--- config.mk ---
export PLATFORM = sky130hd
export DESIGN_NAME = serial_ones_rx
export DESIGN_NICKNAME = d
export VERILOG_FILES = /design/src/rtl/serial_ones_rx.sv
export SDC_FILE = /design/constraint.sdc
export NUM_CORES = 1
export LEC_CHECK = 0
export ABC_CLOCK_PERIOD_IN_PS = 1700
export CAP_MARGIN = 20
export CORE_UTILIZATION = 54
export DETAILED_ROUTE_END_ITERATION = 8
export HOLD_SLACK_MARGIN = 0.05
export PLACE_DENSITY = 0.78
export SKIP_LAST_GASP = 1
export SYNTH_ARGS = -nofsm -noshare
export SYNTH_HDL_FRONTEND = slang
export SYNTH_SLANG_ARGS = --single-unit
--- constraint.sdc ---
create_clock -name clk -period 1.7 [get_ports clk]
set_input_delay 0.17 -clock clk [delete_from_list [all_inputs] [get_ports clk]]
set_output_delay 0.17 -clock clk [all_outputs]
set_load 0.02 [all_outputs]
--- src/rtl/serial_ones_rx.sv ---
// Bit-serial word receiver: reassembles an LSB-first frame and counts its 1 bits on the fly.
// Optional even-parity trailer bit enabled by defining SERIAL_ONES_RX_PARITY_EN.
module serial_ones_rx #(
  parameter int WIDTH = 8,
  parameter int CW    = 4
) (
  input  logic             clk,
  input  logic             reset,
  input  logic             start,
  input  logic             din,
  input  logic             din_valid,
  output logic [WIDTH-1:0] word,
  output logic [CW-1:0]    ones,
  output logic             done,
  output logic             busy,
`ifdef SERIAL_ONES_RX_PARITY_EN
  output logic             parity_err,
`endif
  output logic             err
);

  localparam int BW = $clog2(WIDTH + 2);
`ifdef SERIAL_ONES_RX_PARITY_EN
  localparam int LAST = WIDTH;
`else
  localparam int LAST = WIDTH - 1;
`endif

  typedef enum logic [1:0] {
    ST_IDLE  = 2'd0,
    ST_SHIFT = 2'd1,
    ST_DONE  = 2'd2
  } state_t;

  state_t           state_r;
  logic [BW-1:0]    bitcnt_r;
  logic [WIDTH-1:0] shreg_r;
  logic [CW-1:0]    cnt_r;

  logic             data_bit_s;
  logic             last_s;
  logic [WIDTH-1:0] assembled_s;
  logic [CW-1:0]    cnt_next_s;

`ifdef SERIAL_ONES_RX_PARITY_EN
  function automatic logic parity_of(input logic [WIDTH-1:0] v);
    return ^v;
  endfunction
`endif

  // Next shift-register image and running count for the bit on din this cycle
  always_comb begin
    data_bit_s = din;
`ifdef SERIAL_ONES_RX_PARITY_EN
    // The trailing parity bit is neither stored nor counted
    if (bitcnt_r < BW'(WIDTH)) begin
      data_bit_s = din;
    end else begin
      data_bit_s = 1'b0;
    end
`endif
    last_s      = (bitcnt_r == BW'(LAST));
    assembled_s = shreg_r | (WIDTH'(data_bit_s) << bitcnt_r);
    cnt_next_s  = cnt_r + CW'(data_bit_s);
  end

  // Frame FSM with registered outputs
  always_ff @(posedge clk) begin
    if (reset) begin
      state_r  <= ST_IDLE;
      bitcnt_r <= '0;
      shreg_r  <= '0;
      cnt_r    <= '0;
      word     <= '0;
      ones     <= '0;
      done     <= 1'b0;
      busy     <= 1'b0;
      err      <= 1'b0;
`ifdef SERIAL_ONES_RX_PARITY_EN
      parity_err <= 1'b0;
`endif
    end else begin
      done <= 1'b0;
      err  <= 1'b0;
      case (state_r)
        ST_IDLE: begin
          if (start) begin
            state_r  <= ST_SHIFT;
            busy     <= 1'b1;
            bitcnt_r <= '0;
            shreg_r  <= '0;
            cnt_r    <= '0;
          end else begin
            busy <= 1'b0;
          end
        end
        ST_SHIFT: begin
          if (start) begin
            // Restart: drop the partial frame, keep the last completed result
            err      <= 1'b1;
            bitcnt_r <= '0;
            shreg_r  <= '0;
            cnt_r    <= '0;
          end else if (din_valid) begin
            if (last_s) begin
              state_r <= ST_DONE;
              word    <= assembled_s;
              ones    <= cnt_next_s;
              done    <= 1'b1;
              busy    <= 1'b0;
`ifdef SERIAL_ONES_RX_PARITY_EN
              parity_err <= parity_of(shreg_r) ^ din;
`endif
            end else begin
              shreg_r  <= assembled_s;
              cnt_r    <= cnt_next_s;
              bitcnt_r <= bitcnt_r + BW'(1);
            end
          end else begin
            state_r <= ST_SHIFT;
          end
        end
        ST_DONE: begin
          if (start) begin
            state_r  <= ST_SHIFT;
            busy     <= 1'b1;
            bitcnt_r <= '0;
            shreg_r  <= '0;
            cnt_r    <= '0;
          end else begin
            state_r <= ST_IDLE;
            busy    <= 1'b0;
          end
        end
        default: begin
          state_r <= ST_IDLE;
          busy    <= 1'b0;
        end
      endcase
    end
  end

endmodule

==> After elaboration in Yosys (flattened, before gate mapping) <==
Index checks and enable logic that the tools add are counted.
{ "op_classes": {"bitwise_logic": 4, "add_sub_neg": 2, "n_shift": 1, "eq_ne": 11, "mux": 26, "reduce_logical": 9} }
{ "ops": {"columns": ["cell", "n"], "rows": [
  ["two-way mux 8 bit", 4],
  ["two-way mux 4 bit", 7],
  ["one-hot mux 4 bit (2 select lines)", 2],
  ["one-hot mux 8 bit (2 select lines)", 1],
  ["!= test 3 bit (second input constant)", 3],
  ["two-way mux 2 bit", 4],
  ["!= test 2 bit (second input constant)", 4],
  ["OR 8 bit", 1],
  ["AND reduction 4 bit", 2],
  ["left shift 1 x 4 -> 8 bit", 1],
  ["two-way mux 1 bit", 6],
  ["one-hot mux 2 bit (3 select lines)", 1],
  ["AND reduction 3 bit", 2],
  ["adder 4 x 1 -> 4 bit", 1],
  ["adder 4 x 1 -> 4 bit (second input constant)", 1],
  ["== test 4 x 3 -> 1 bit (second input constant)", 1],
  ["OR reduction 2 bit", 2],
  ["OR reduction 4 bit", 1],
  ["NOT 1 bit", 3],
  ["== test 2 x 1 -> 1 bit (second input constant)", 1],
  ["== test 2 bit (second input constant)", 1],
  ["zero test 2 bit", 1],
  ["!= test 2 x 1 -> 1 bit (second input constant)", 1],
  ["one-hot mux 1 bit (2 select lines)", 1],
  ["nonzero test 2 bit", 1]
]} }
{ "totals": {"wordCells": 62, "input_bits": 5, "ff_bits": 33, "out_inout_bits": 15} }

==> Depth between registers and ports, before layout <==
{ "logic_depth": {"word_depth": 6, "depth_mapped": 6, "mapped_depth_nobuf": 5} }

==> Worst setup path after synthesis <==
No wires, ideal clock.
{ "synth_path": {"kind": "reg2reg", "start": "reg bitcnt_r[0]", "end": "reg cnt_r[2]", "required_ns": 1.578, "period_less_slack_ns": 1.441, "path_stages_with_launch": 6, "n_path_buf": 1, "setup_slack_ns": 0.259, "arrival_time_ns": 1.320, "setup_ns": 0.122, "path_cell_list": "dfxtp_1 -> ha_1 -> and3b_1 -> buf_4 -> nor3_1 -> a221o_1"} }
{ "synth_between": {"elab_chain_len": 3} }
{ "synth_rtl": {"columns": ["item", "line", "text"], "rows": [
  ["start, declared", "36", "logic [BW-1:0] bitcnt_r;"],
  ["start signal, assigned", "117", "bitcnt_r <= bitcnt_r + BW'(1);"],
  ["== test 4 x 3 -> 1 bit", "62", "last_s = (bitcnt_r == BW'(LAST));"],
  ["!= test 3 bit (no source line)", null, null],
  ["AND reduction 4 bit (no source line)", null, null],
  ["end signal, assigned", "116", "cnt_r <= cnt_next_s;"],
  ["end, declared", "38", "logic [CW-1:0] cnt_r;"]
]} }
No other way between the ends.
A chain may end at the register's enable or synchronous reset.

==> Worst setup path after layout <==
{ "layout_path": {"start": "reg bitcnt_r[0]", "end": "reg bitcnt_r[3]"} }
{ "layout_between": {"elab_chain_len": 5, "elab_cells_between_ends": 8, "cone_classes": "1 x add/sub; 2 x eq/ne; 4 x mux; 1 x reduce/logical"} }
{ "layout_rtl": {"columns": ["item", "line", "text"], "rows": [
  ["adder 4 x 1 -> 4 bit", "117", null],
  ["two-way mux 4 bit", "105", "if (last_s) begin"],
  ["two-way mux 4 bit", "104", "end else if (din_valid) begin"],
  ["two-way mux 4 bit", "98", "if (start) begin"],
  ["one-hot mux 4 bit (2 select lines)", "85", "case (state_r)"]
]} }
Parallel ways exist; a longest one is shown, timed or not. The select of a mux whose other input is x is not followed.

==> impl_metrics.tcl <==
set metrics [dict create \
    place_congestion 0.812 \
    ys_seq_area_share_pct 42.6 \
    fin_crit_sh_pct 88.1 \
    hold_violations 0 \
    crit_fanout 8 \
    startpoint_type "flip-flop" \
    fin_skew_ns 0.0108 \
    area_delta_synth_final_pct 21.2 \
    synthCells 155 \
    cts-root-buf "clkbuf_4" \
    numPortBuffers 19 \
    cp-end-kind "flip-flop" \
    antenna_left 0 \
    hp-class "flip-flop to flip-flop" \
    ys_ff_latch 33 \
    grt_util_all_layers_pct 24.9 \
    numCtsBuffers 5 \
    yosys-mux-area-fraction_pct 0.727 \
    synthSimpleGateAreaFrac_pct 20.4 \
    power_density_nw_per_um2 707 \
    yosysUniqueCellTypes 49 \
    synth-xor-area-share_pct 0.565 \
    hold_depth 1 \
    yosys.area.top_type "dfxtp_1" \
    peakVddDrop_uv 602 \
    timing.rr.start "bitcnt_r[0]$_SDFFE_PP0P_" \
    fin_crit_ns 1.50 \
    hold_ws_ns 0.481 \
    startpoint "bitcnt_r[0]$_SDFFE_PP0P_" \
    vias_per_cell 6.26 \
    yosys_warnings 0 \
    synthAdderAreaFrac_pct 2.42 \
    syn_area_um2 1550 \
    yosysMostFrequentCell "dfxtp_1" \
    yosys-top-cells-area "dfxtp_1, a21oi_1, a211oi_1, a22oi_1, nor3_1" \
    reg2reg_depth 5 \
    die-area_um2 3090 \
    ctsHoldBuffers 0 \
    arrival_ns 1.79 \
    drive_above_1_share_pct 19.5 \
    p_total_mw 1.33 \
    slowest_delay_ns 0.33 \
    clock.fmax_mhz 668 \
    nets 192 \
    grt_max_degree 35 \
    finalSetupViolCount 0 \
    crit_chain "ha_1, and3b_1, buf_4, nor4b_1, a211o_1" \
    max-cap-violations 0 \
    clock_path_buffers 2 \
    syn_nets 163 \
    rsz0062_at_grt "false" \
    hp-start "shreg_r[3]$_SDFFE_PP0P_" \
    synth_top_family_by_area "compound AO/OA/AOI/OAI gates" \
    synth_edf_count 0 \
    drtPass1Iterations 4 \
    die_w_um 55.6 \
    grt_pass1_vias 1258 \
    synth-main-ff-cell "dfxtp_1" \
    htreeDepth 2 \
    whs_endpoint "shreg_r[3]$_SDFFE_PP0P_" \
    utilization_pct 68.7 \
    insertion_delay_ns 0.35 \
    leakagePower_nw 0.677 \
    grt_pass1_wl_mm 5.88 \
    wl_per_cell_um 15.8 \
    drtIter0Drc 57 \
    synth_area_per_cell_um2 9.99 \
    diodes 0 \
    core-area_um2 2730 \
    tightest_slew_ns 0.358 \
    start_util_pct 56.7 \
    critical_path_class "flip-flop to flip-flop" \
    routed_wl_mm 3.42 \
    drc 0 \
    outcome "complete, no violations" \
    r2r_slack_ns 0.20 \
    synth-async-reset-ratio_pct 0 \
    cts_tree "yes" \
    synth_compound_area_share_pct 26.7 \
    slowest_stage "dfxtp_1" \
    cts_resized 0 \
    path_clk_slew_ns 0.11 \
    post_cts_buffers 0 \
    grt_antenna_before_repair 0 \
    relSlewSlack_pct 76.1 \
    via_count 1352 \
    grt_overflow 0 \
    hpwl_mm 2.37 \
    synth_common_cells "dfxtp_1, a21oi_1, nor3_1" \
    finalMaxSlewViolations 0 \
    critPathRequiredTime_ns 1.99 \
    worstReg2RegEnd "bitcnt_r[3]$_SDFFE_PP0P_" \
    dieHeight_um 55.6 \
    clock_sinks 33 \
    rows 19 \
    ios 20 \
    netlist.area_leader.share_pct 42.6 \
]
flip-flops by register name, indices dropped and copies added, names as in the netlist:
signal,flops
state_r,2
shreg_r,8
cnt_r,4
done,1
bitcnt_r,4
busy,1
err,1
word,8
ones,4
worst max-delay path, delay by kind of cell (launching register included):
family / cells / cell delay [ns]
adders and majority gates: 1 / 0.24
and+or+nand+nor: 2 / 0.55
DFF: 1 / 0.33
buffers and inverters: 1 / 0.18
AOI/OAI and AO/OA: 1 / 0.15
per-layer routing:
| metal | global-route usage, % | routed length (um) | share of wire (%) |
|---|---|---|---|
| met1 | 31.9 | 1570 | 46 |
| met2 | 37.7 | 1580 | 46 |
| met3 | 7.96 | 202 | 5.9 |
| met4 | 12.1 | 63 | 1.8 |
| met5 | 0 | 0 | 0 |
placed cells by master, fill, tap and decap left out, drive strengths merged, types with 2 or more instances in the layout:
master	instances
clkdlybuf4s50	19
o2bb2ai	2
o211ai	4
and3b	3
clkinv	2
a31oi	4
nor2	4
a22oi	6
or2b	2
ha	3
nor3	10
o21ai	3
a211oi	9
nand4b	3
clkbuf	6
nand3	4
nand2b	3
nor2b	4
a21oi	20
a41oi	2
buf	17
nand3b	3
dfxtp	33
where the power goes:
part | switching (mW) | internal, mW
logic | 0.0598 | 0.0505
registers | 0.00579 | 0.779
clock network | 0.275 | 0.157
worst max path at each step:
stage / to / slack [ns] / cells past startpoint
2_1_floorplan: cnt_r[2]$_SDFFE_PP0P_ / 0.26 / 5
3_3_place_gp: ones[2]$_SDFFE_PP0P_ / -0.001 / 6
3_5_place_dp: ones[2]$_SDFFE_PP0P_ / -0.05 / 6
4_1_cts: word[6] / 0.18 / 1
5_1_grt: bitcnt_r[3]$_SDFFE_PP0P_ / 0.06 / 5
6_report: bitcnt_r[3]$_SDFFE_PP0P_ / 0.20 / 5
logic make-up after synthesis:
group / count (synthesis)
compound gates: 57
simple gates: 45
flops: 33
buf+inv: 15
fa+ha+maj: 3
xor+xnor: 1
mux: 1
final cells by class:
type | instances | area, um^2
flip-flops and latches | 33 | 661
well taps | 31 | 38.8
clock inverters | 2 | 10.0
inverters | 1 | 3.75
clock buffers | 6 | 41.3
repair buffers | 36 | 330
fillers | 230 | 856
multi-input cells | 107 | 793
stage by stage:
stage          setup TNS (ns)  std cells  setup slack (ns)  instance area (um^2)
4_1_cts                     0        216             0.183                  1880
6_report                    0        216             0.202                  1880
2_1_floorplan               0        155             0.259                  1550
3_5_place_dp           -0.281        208           -0.0457                  1830
3_3_place_gp         -0.00118        208          -0.00118                  1830
5_1_grt                     0        216            0.0570                  1880
(Power assumes the default switching activity.)
